**src/rtl/rfid_pkg.sv**
```systemverilog
// Shared constants and types for the RFID uplink/downlink blocks.
// Packet geometry and the FM0 preamble are common to rfid_transmit and rfid_receive.
package rfid_pkg;

    localparam int DATA_W       = 128;
    localparam int LEN_W        = 8;
    localparam int PREAMBLE_LEN = 12;
    localparam int PRE_IDX_W    = $clog2(PREAMBLE_LEN);

    // Half-symbol levels, MSB first; contains the deliberate FM0 violation.
    localparam logic [PREAMBLE_LEN-1:0] PREAMBLE   = 12'b110100100011;
    localparam logic                    IDLE_LEVEL = 1'b0;

    typedef enum logic [2:0] {
        ST_IDLE     = 3'd0,
        ST_PREAMBLE = 3'd1,
        ST_DATA     = 3'd2,
        ST_DUMMY    = 3'd3,
        ST_DONE     = 3'd4
    } tx_state_e;

    // Lengths beyond the packet register send the whole register.
    function automatic logic [LEN_W-1:0] clamp_len(input logic [LEN_W-1:0] len);
        logic [LEN_W-1:0] max_len;
        max_len = LEN_W'(DATA_W);
        if (len > max_len) begin
            return max_len;
        end else begin
            return len;
        end
    endfunction

endpackage

```
**src/rtl/fm0_encoder.sv**
```systemverilog
// FM0 level generator: holds the line level and derives the next half-symbol.
// Clear has priority over a direct load, which has priority over an FM0 advance.
module fm0_encoder
    import rfid_pkg::*;
(
    input  logic i_clk,
    input  logic i_rst,
    input  logic i_clear,
    input  logic i_load,
    input  logic i_load_level,
    input  logic i_adv,
    input  logic i_second_half,
    input  logic i_bit,
    output logic o_level
);

    logic r_level;
    logic w_level_next;

    // Next level: first half always toggles, second half holds only for a data-1.
    always_comb begin
        w_level_next = r_level;
        if (i_clear) begin
            w_level_next = IDLE_LEVEL;
        end else if (i_load) begin
            w_level_next = i_load_level;
        end else if (i_adv) begin
            if (i_second_half && i_bit) begin
                w_level_next = r_level;
            end else begin
                w_level_next = ~r_level;
            end
        end else begin
            w_level_next = r_level;
        end
    end

    // Level register.
    always_ff @(posedge i_clk or posedge i_rst) begin
        if (i_rst) begin
            r_level <= IDLE_LEVEL;
        end else begin
            r_level <= w_level_next;
        end
    end

    assign o_level = r_level;

endmodule

```
**src/rtl/rfid_transmit.sv**
```systemverilog
// Uplink transmitter: serialises a left-aligned packet as FM0 with preamble and dummy-1.
// State names describe the half-symbol currently on UL_data; r_half marks which half.
module rfid_transmit
    import rfid_pkg::*;
(
    input  logic              UL_clock,
    input  logic              reset,
    input  logic [DATA_W-1:0] packet_in,
    input  logic [LEN_W-1:0]  packet_len,
    input  logic              packet_valid,
    output logic              packet_ready,
    output logic              UL_data,
    output logic              tx_busy,
    output logic              tx_done
);

    tx_state_e            r_state, w_state_next;
    logic [DATA_W-1:0]    r_shift, w_shift_next;
    logic [LEN_W-1:0]     r_bit_cnt, w_bit_cnt_next;
    logic [PRE_IDX_W-1:0] r_pre_idx, w_pre_idx_next;
    logic                 r_half, w_half_next;
    logic                 r_ready, r_busy, r_done;
    logic                 w_accept;
    logic                 w_enc_clear, w_enc_load, w_enc_load_level;
    logic                 w_enc_adv, w_enc_second, w_enc_bit;
    logic                 w_level;

    assign w_accept = packet_valid && r_ready;

    // Next-state and encoder control, one step per half-symbol.
    always_comb begin
        w_state_next     = r_state;
        w_shift_next     = r_shift;
        w_bit_cnt_next   = r_bit_cnt;
        w_pre_idx_next   = r_pre_idx;
        w_half_next      = r_half;
        w_enc_clear      = 1'b0;
        w_enc_load       = 1'b0;
        w_enc_load_level = 1'b0;
        w_enc_adv        = 1'b0;
        w_enc_second     = 1'b0;
        w_enc_bit        = 1'b0;
        case (r_state)
            ST_IDLE: begin
                if (w_accept) begin
                    w_enc_load       = 1'b1;
                    w_enc_load_level = PREAMBLE[PREAMBLE_LEN-1];
                    w_shift_next     = packet_in;
                    w_bit_cnt_next   = clamp_len(packet_len);
                    w_pre_idx_next   = PRE_IDX_W'(PREAMBLE_LEN - 1);
                    w_half_next      = 1'b0;
                    w_state_next     = ST_PREAMBLE;
                end else begin
                    w_enc_clear = 1'b1;
                end
            end
            ST_PREAMBLE: begin
                if (r_pre_idx != PRE_IDX_W'(0)) begin
                    w_enc_load       = 1'b1;
                    w_enc_load_level = PREAMBLE[r_pre_idx - PRE_IDX_W'(1)];
                    w_pre_idx_next   = r_pre_idx - PRE_IDX_W'(1);
                end else begin
                    w_enc_adv    = 1'b1;
                    w_half_next  = 1'b0;
                    w_state_next = (r_bit_cnt != LEN_W'(0)) ? ST_DATA : ST_DUMMY;
                end
            end
            ST_DATA: begin
                w_enc_adv = 1'b1;
                if (!r_half) begin
                    w_enc_second = 1'b1;
                    w_enc_bit    = r_shift[DATA_W-1];
                    w_half_next  = 1'b1;
                end else begin
                    // Bit finished: move to the next bit's first half.
                    w_shift_next   = {r_shift[DATA_W-2:0], 1'b0};
                    w_bit_cnt_next = r_bit_cnt - LEN_W'(1);
                    w_half_next    = 1'b0;
                    w_state_next   = (r_bit_cnt == LEN_W'(1)) ? ST_DUMMY : ST_DATA;
                end
            end
            ST_DUMMY: begin
                if (!r_half) begin
                    w_enc_adv    = 1'b1;
                    w_enc_second = 1'b1;
                    w_enc_bit    = 1'b1;
                    w_half_next  = 1'b1;
                end else begin
                    w_enc_clear  = 1'b1;
                    w_half_next  = 1'b0;
                    w_state_next = ST_DONE;
                end
            end
            ST_DONE: begin
                w_enc_clear  = 1'b1;
                w_state_next = ST_IDLE;
            end
            default: begin
                w_enc_clear  = 1'b1;
                w_state_next = ST_IDLE;
            end
        endcase
    end

    // State, datapath and registered status flags.
    always_ff @(posedge UL_clock or posedge reset) begin
        if (reset) begin
            r_state   <= ST_IDLE;
            r_shift   <= '0;
            r_bit_cnt <= '0;
            r_pre_idx <= '0;
            r_half    <= 1'b0;
            r_ready   <= 1'b1;
            r_busy    <= 1'b0;
            r_done    <= 1'b0;
        end else begin
            r_state   <= w_state_next;
            r_shift   <= w_shift_next;
            r_bit_cnt <= w_bit_cnt_next;
            r_pre_idx <= w_pre_idx_next;
            r_half    <= w_half_next;
            r_ready   <= (w_state_next == ST_IDLE);
            r_busy    <= (w_state_next == ST_PREAMBLE) || (w_state_next == ST_DATA) ||
                         (w_state_next == ST_DUMMY);
            r_done    <= (w_state_next == ST_DONE);
        end
    end

    fm0_encoder u_fm0 (
        .i_clk         (UL_clock),
        .i_rst         (reset),
        .i_clear       (w_enc_clear),
        .i_load        (w_enc_load),
        .i_load_level  (w_enc_load_level),
        .i_adv         (w_enc_adv),
        .i_second_half (w_enc_second),
        .i_bit         (w_enc_bit),
        .o_level       (w_level)
    );

    assign UL_data      = w_level;
    assign packet_ready = r_ready;
    assign tx_busy      = r_busy;
    assign tx_done      = r_done;

endmodule

```
**config.mk**
```make
export PLATFORM = sky130hd
export DESIGN_NAME = rfid_transmit
export DESIGN_NICKNAME = d
export VERILOG_FILES = /design/src/rtl/rfid_pkg.sv /design/src/rtl/fm0_encoder.sv /design/src/rtl/rfid_transmit.sv
export SDC_FILE = /design/constraint.sdc
export NUM_CORES = 1
export LEC_CHECK = 0
export CAP_MARGIN = 20
export CORE_AREA = 2 2 156 158
export DETAILED_ROUTE_END_ITERATION = 12
export DIE_AREA = 0 0 158 160
export PLACE_DENSITY = 0.58
export SYNTH_ARGS = -nofsm -noshare
export SYNTH_HDL_FRONTEND = slang
export SYNTH_SLANG_ARGS = --single-unit
```
**constraint.sdc**
```tcl
create_clock -name UL_clock -period 5.7 [get_ports UL_clock]
set_input_delay 0.855 -clock UL_clock [delete_from_list [all_inputs] [get_ports UL_clock]]
set_output_delay 0.855 -clock UL_clock [all_outputs]
set_load 0.05 [all_outputs]
```
**Word-level counts from Yosys, hierarchy flattened**

Memories as Yosys holds them, arrays and structs flattened.
Index checks and enable logic that the tools add are counted.

- Memory bits (read-only): 16
- Bits in registers: 148
- Memories: 1
- Input bits: 139

- Equality and inequality tests: 13
- Bitwise operators: 1
- Reduce and logical (&&, ||, !) cells: 18
- Order comparisons: 2
- Mux-type cells: 39
- Add/subtract/negate cells: 2

Memory list:

| memory | words | bits a word | rd ports | clocked after memory_dff | wr ports | line | text |
|---|---|---|---|---|---|---|---|
| (name not given) | 16 | 1 | 1 | 0 | 0 | rfid_transmit.sv:60 | `w_enc_load_level = PREAMBLE[r_pre_idx - PRE_IDX_W'(1)];` |

Operators by type and width:

| cell | number |
|---|---|
| 2-to-1 mux 128 bit | 2 |
| case mux 128 bit (2 select lines) | 1 |
| 2-to-1 mux 8 bit | 3 |
| 2-to-1 mux 1 bit | 18 |
| case mux 8 bit (2 select lines) | 1 |
| == test 3 x 2 -> 1 bit (second input constant) | 4 |
| 2-to-1 mux 3 bit | 4 |
| case mux 3 bit (4 select lines) | 1 |
| case mux 1 bit (3 select lines) | 3 |
| AND reduction 3 bit | 3 |
| == test 8 x 1 -> 1 bit (second input constant) | 1 |
| > comparator 8 bit (second input constant) | 1 |
| 2-to-1 mux 4 bit | 2 |
| != test 2 bit (second input constant) | 4 |
| case mux 4 bit (2 select lines) | 1 |
| nonzero test 8 bit | 1 |
| subtractor 8 x 1 -> 8 bit (second input constant) | 1 |
| == test 3 x 1 -> 1 bit (second input constant) | 2 |
| zero test 3 bit | 2 |
| case mux 1 bit (2 select lines) | 3 |
| nonzero test 3 bit | 2 |
| less-than comparator 4 x 5 -> 1 bit (second input constant) | 1 |
| nonzero test 2 bit | 2 |
| nonzero test 4 bit | 1 |
| 8 further kinds | 11 |

**Longest topological paths before layout**

Gate-level depths: netlist (run 1).

- Depth in word-level cells: 8
- Depth in mapped cells: 9
- Mapped depth without buffers: 7

**By module**

Synthesis (run 1) repeated with hierarchy kept, for this count alone.

- Cell total of the unflattened synthesis: 837
- Area total of the unflattened synthesis: 7,050.5 µm²

Modules (own cells, without submodules):

| module | area an instance (µm²) | instances | cells an instance |
|---|---|---|---|
| rfid_transmit | 6,985.4 | 1 | 830 |
| fm0_encoder | 65.1 | 1 | 7 |

**Least setup slack after synthesis (run 1)**

No wires, ideal clock.

- Path kind: input -> register
- From: in packet_valid
- To: reg r_shift[100]
- Setup time: 132 ps
- Path buffers: 3
- Data arrival time: 1,772 ps
- Required time: 5,568 ps
- Stages: 7
- Setup slack: 3,795 ps
- Cell sequence: nand3b_1 a211o_1 buf_2 buf_6 buf_2 nand2_1 o21ai_1

- Cells in the longest elaborated chain, start to end: 3

RTL lines:

| what | line | text |
|---|---|---|
| start, declared | rfid_transmit.sv:10 | `input logic packet_valid,` |
| logical AND 1 bit | rfid_transmit.sv:28 | `assign w_accept = packet_valid && r_ready;` |
| != test 2 bit (no line) | n/a |  |
| AND reduction 3 bit (no line) | n/a |  |
| end signal, assigned | rfid_transmit.sv:118 | `r_shift <= w_shift_next;` |
| end, declared | rfid_transmit.sv:18 | `logic [DATA_W-1:0] r_shift, w_shift_next;` |

Every way passes these cells.
A chain may end at the register's enable or synchronous reset.

**Final worst setup path (run 1)**

- From: in packet_valid
- To: reg r_shift[28]

The elaborated chain is that of the path after synthesis.

==> results.yml, run 1 <==
power:
  p_leak_uw: 0.00424
  power_density_mw_per_mm2: 455
  p_int_uw: 2820
  clockPowerShare: 0.280
  ir_drop_v: 0.000158
  combPwrFrac: 0.291
  power.share.switching: 0.328
  p_sw_uw: 1380
  seq_power_share: 0.429
cts:
  clk_pin_slew_ps: 60
  root_buffer: "clkbuf_16"
  cts_buffer_depth: 2
  postCtsSetupBuffers: 0
  hold_buffers: 0
  clock-sinks: 148
  clock_latency_ps: 420
  cts_resized: 0
  numCtsBuffers: 17
  cts_tree: "yes"
  htreeDepth: 4
cells_and_area:
  syn_to_final_growth_pct: 31.8
  multi_input_area_mm2: 0.00301
  final_common_cell: "dfrtp_1"
  stdcell_count: 1136
  layout-drive-gt1-share: 0.0567
  final_core_util: 0.388
  fillers: 2406
  ff_latch_area_mm2: 0.00370
  antenna_cells: 0
  nets: 944
  final_cell_mix: "dfrtp_1, clkdlybuf4s50_1, nand2_1"
synthesis:
  synth_area_leaders: "dfrtp_1, mux2i_1, nand2_1"
  synth_area_per_cell_um2: 10.3
  yosysSeqAreaShare: 0.529
  synth_top_area_frac: 0.525
  ys_seq_elements: 148
  syn_area_mm2: 0.00701
  synthCells: 682
  synth.net_count: 826
  synth.distinct_cells: 42
  ys_warn_count: 0
  synth_top_cell_by_area: "dfrtp_1"
floorplanning:
  die_w_um: 158
  std_cell_rows: 57
  die_h_um: 160
  ioPinCount: 143
  core_mm2: 0.0238
  dieArea_mm2: 0.0253
  start_util: 0.294
sta:
  fin_crit_sh: 0.460
  fin_tns_setup_ps: 0
  min_period_ps: 2620
  timing.fmax_ghz: 0.381
  finalClockSkew_ps: 8.08
  setup_violations: 0
  hold_violations: 0
  slew_viol_final: 0
  worst-slew-pin-transition_ps: 1010
  relSlewSlack: 0.329
  rsz0062_at_grt: "no"
global_route:
  top_usage_layer: "met2"
  grt_max_degree: 109
  antenna_found_initial: 0
  use_met2: 0.193
  grt_overflow: 0
  grt_pass1_vias: 5054
  grt_pass1_wl_um: 26000
  grt_usage: 0.129
  grt_use_met1: 0.179
  grt_use_met3: 0.0423
placed_design:
  gp_congestion: 0.744
  placedCellCount: 1105
  io_buffers: 142
  dp_hpwl_um: 10300
critical_path:
  cp_max_fo: 108
  crit_required_ps: 5960
  crit_start: "packet_valid"
  r2r_start: "r_state[2]"
  crit_type: "input port to register"
  worstSetupStartpointType: "input port"
  critPathArrivalTime_ps: 2880
  end_kind: "register"
run_status:
  status: "finished clean"
detailed_routing:
  dr.pass1.iters: 4
  antenna_left: 0
  wirelength_um: 15500
  dr.first_iter.drc_count: 269
  routed_wire_length_per_instance_um: 13.7
  drc_errors: 0
  route.vias.total: 5005
  viasPerCell: 4.41
worst_hold_path:
  hp-start: "r_shift[55]"
  hp-class: "register to register"
job:
  drv_cap: 0
## synthesized netlist by cell type, drive strengths merged
library cell	instances
a32o	1
a32oi	3
a21oi	12
nor3b	3
a31oi	3
and3	1
o21ai	143
or4	1
mux2	1
a21o	1
nand3b	2
nor3	6
a211o	1
dfstp	1
or2	2
a22o	1
a22oi	1
nor2	16
ha	5
nand2b	3
o22a	2
inv	7
xnor2	1
or3b	2
nor4b	1
nor2b	3
mux2i	129
xor2	1
dfrtp	147
buf	30
nand2	133
clkbuf	19
## final timing paths
kind,endpoint,slack [ps],cells past startpoint
hold reg to reg,r_shift[55],480,2
min in group asynchronous,r_shift[34],980,2
setup / recovery,r_shift[28],3080,5
setup reg to reg,r_shift[28],3090,5
max in group asynchronous,r_shift[70],3430,3
hold / removal,r_shift[55],480,2
## layer usage
layer,vias to the layer above,part of all wire
met2,115,0.43
met1,2282,0.50
met4,0,0.0090
met5,-,0
met3,11,0.060
li1,2597,-
## through the flow
stage	area [um^2]	hold slack [ps]	worst slack (ps)	total power [uW]
after global placement	8620	461	2690	3030
after global routing	9230	503	2850	4560
after floorplan	7010	448	867	2740
after CTS	9230	483	3050	4270
final	9230	479	3080	4200
after detailed placement	8620	469	2630	3070
## worst max-delay path, stage by stage
cell             delay [ps]
clkdlybuf4s50_1         440
nand3b_1                120
a211o_4                 390
buf_4                   760
o21ai_0                 230
## area by class of cell
class / instances / share of cell area
clock buffers: 23 / 0.0529
clock inverters: 8 / 0.0133
inverters: 7 / 0.00339
multi-input cells: 478 / 0.326
flip-flops and latches: 148 / 0.401
well taps: 324 / 0.0439
repair buffers: 148 / 0.159
## power by group through the flow
stage	registers (uW)	clock network [uW]	logic, uW
after floorplan	1760	0	979
after global placement	1810	0	1210
after global routing	1870	1260	1420
final	1800	1170	1220
after detailed placement	1820	0	1250
after CTS	1810	1210	1250
## kinds of logic (layout without fill, tap and decap cells)
kind of cell,count (synthesis),count (layout),synth area share
compound gates,168,168,0.126
simple gates,173,173,0.106
buf+inv,56,186,0.0425
mux,130,130,0.186
xor+xnor,2,2,0.00250
flops,148,148,0.529
fa+ha+maj,5,5,0.00893
## flip-flops by register name, summed over array words and instances (netlist names)
| signal | cells |
|---|---|
| r_state | 3 |
| u_fm0.o_level | 1 |
| packet_ready | 1 |
| r_shift | 128 |
| tx_busy | 1 |
| r_bit_cnt | 8 |
| r_half | 1 |
| r_pre_idx | 4 |
| tx_done | 1 |
Power figures use the tool's default switching activity.
==> run 2, diff against run 1 <==
==> constraint.sdc (replaced) <==
create_clock -name UL_clock -period 2.7 [get_ports UL_clock]
set_input_delay 0.405 -clock UL_clock [delete_from_list [all_inputs] [get_ports UL_clock]]
set_output_delay 0.405 -clock UL_clock [all_outputs]
set_load 0.05 [all_outputs]
==> results.yml, run 2 (same netlist as run 1, synthesis figures left out) <==
run_status:
  status: "finished clean"
critical_path:
  slowest_stage: "clkdlybuf4s50_1"
  crit_path_end: "packet_ready"
  path_cells: "clkdlybuf4s50_1"
  r2r_start: "r_state[2]"
  critPathArrivalTime_ps: 1780
  crit_start: "packet_ready"
  end_kind: "output port"
  worstSetupStartpointType: "register"
  cp_max_fo: 4
  worst-path-stages: 1
  critPathTopFamily: "buffers and inverters"
  crit_type: "register to output port"
  rrSetupSlack_ps: 700
  path_buf_inv: 1
  cp_slowest_stage_delay_ps: 810
  r2r_cells: 5
  crit_required_ps: 2300
  worst_r2r_endpoint: "r_shift[37]"
detailed_routing:
  drc_errors: 0
  wirelength_um: 15500
  dr.first_iter.drc_count: 215
  dr.pass1.iters: 7
  viasPerCell: 4.46
  antenna_left: 0
  routed_wire_length_per_instance_um: 13.6
  route.vias.total: 5092
cts:
  root_buffer: "clkbuf_16"
  numCtsBuffers: 17
  cts_resized: 0
  hold_buffers: 0
  cts_tree: "yes"
  clk_pin_slew_ps: 70
  htreeDepth: 4
  postCtsSetupBuffers: 0
  cts_buffer_depth: 2
  clock_latency_ps: 420
  clock-sinks: 148
global_route:
  grt_overflow: 0
  grt_pass1_vias: 4923
  antenna_found_initial: 0
  grt_usage: 0.126
  grt_max_degree: 176
  grt_pass1_wl_um: 25300
cells_and_area:
  largest_register_ffs: 128
  layout-drive-gt1-share: 0.0660
  antenna_cells: 0
  syn_to_final_growth_pct: 32.5
  reg_top3: "r_shift: 128 flops, r_bit_cnt: 8 flops, r_pre_idx: 4 flops"
  nets: 949
  final_common_cell: "dfrtp_1"
  fillers: 2437
  final_cell_mix: "dfrtp_1, clkdlybuf4s50_1, nand2_1"
  final_core_util: 0.390
  stdcell_count: 1142
  largest-register: "r_shift"
sta:
  timing.fmax_ghz: 0.457
  fin_crit_sh: 0.810
  fin_tns_setup_ps: 0
  min_period_ps: 2190
  slew_viol_final: 0
  hold_violations: 0
  finalClockSkew_ps: 10.0
  worst-slew-pin-transition_ps: 856
  setup_violations: 0
  relSlewSlack: 0.430
  rsz0062_at_grt: "no"
job:
  drv_cap: 0
floorplanning:
  dieArea_mm2: 0.0253
  std_cell_rows: 57
  core_mm2: 0.0238
  die_h_um: 160
  die_w_um: 158
  ioPinCount: 143
  start_util: 0.294
worst_hold_path:
  hp-class: "input port to asynchronous set/reset pin"
power:
  ir_drop_v: 0.000375
  power_density_mw_per_mm2: 930
  p_total_uw: 8640
  p_leak_uw: 0.00424
placed_design:
  gp_congestion: 0.742
  dp_hpwl_um: 10500
  io_buffers: 142
  placedCellCount: 1110
run 2: changes by cell type in the layout (fill, tap and decap cells not counted):
cell,delta
clkinvlp_4,+7
bufinv_16,-3
clkbuf_8,-4
clkinv_4,+2
buf_4,-1
clkbuf_1,-2
clkinv_2,-2
inv_8,+1
inv_6,+2
buf_12,+6
run 2: cell type report:
type                            count  area [um^2]  share of cell area
Clock inverter                     15          123              0.0132
Multi-Input combinational cell    478         3010               0.325
Timing Repair Buffer              153         1580               0.170
Clock buffer                       17          425              0.0458
Inverter                            7         30.0             0.00324
Tap cell                          324          405              0.0437
Sequential cell                   148         3700               0.399
run 2: per-stage QoR:
stage	worst slack, ps	cell area (um^2)	hold WS, ps
after floorplan	435	7010	448
after global placement	486	8730	463
after detailed placement	486	8730	470
after CTS	472	9280	417
after global routing	468	9280	461
final	514	9280	418
run 2: worst min path at each step:
stage | to | slack (ps) | from | cells after the start
final | r_shift[32] | 420 | reset | 2
after detailed placement | r_shift[41] | 470 | r_shift[41] | 2
after global placement | r_shift[49] | 460 | r_shift[49] | 2
after global routing | r_shift[32] | 460 | reset | 2
after floorplan | r_shift[74] | 450 | r_shift[74] | 2
after CTS | r_shift[32] | 420 | reset | 2
run 2: layer usage:
| layer | global-route usage | part of all wire | routed length (um) |
|---|---|---|---|
| met1 | 0.176 | 0.49 | 7650 |
| met2 | 0.185 | 0.43 | 6610 |
| met3 | 0.0440 | 0.071 | 1100 |
| met4 | 0.0385 | 0.0085 | 131 |
| met5 | 0 | 0 | 0 |
run 2: where the power goes:
part	total, uW	internal (uW)	switching, uW
combinational	2610	1220	1390
clock	2220	1190	1030
sequential	3800	3220	584
total	8640	5630	3000
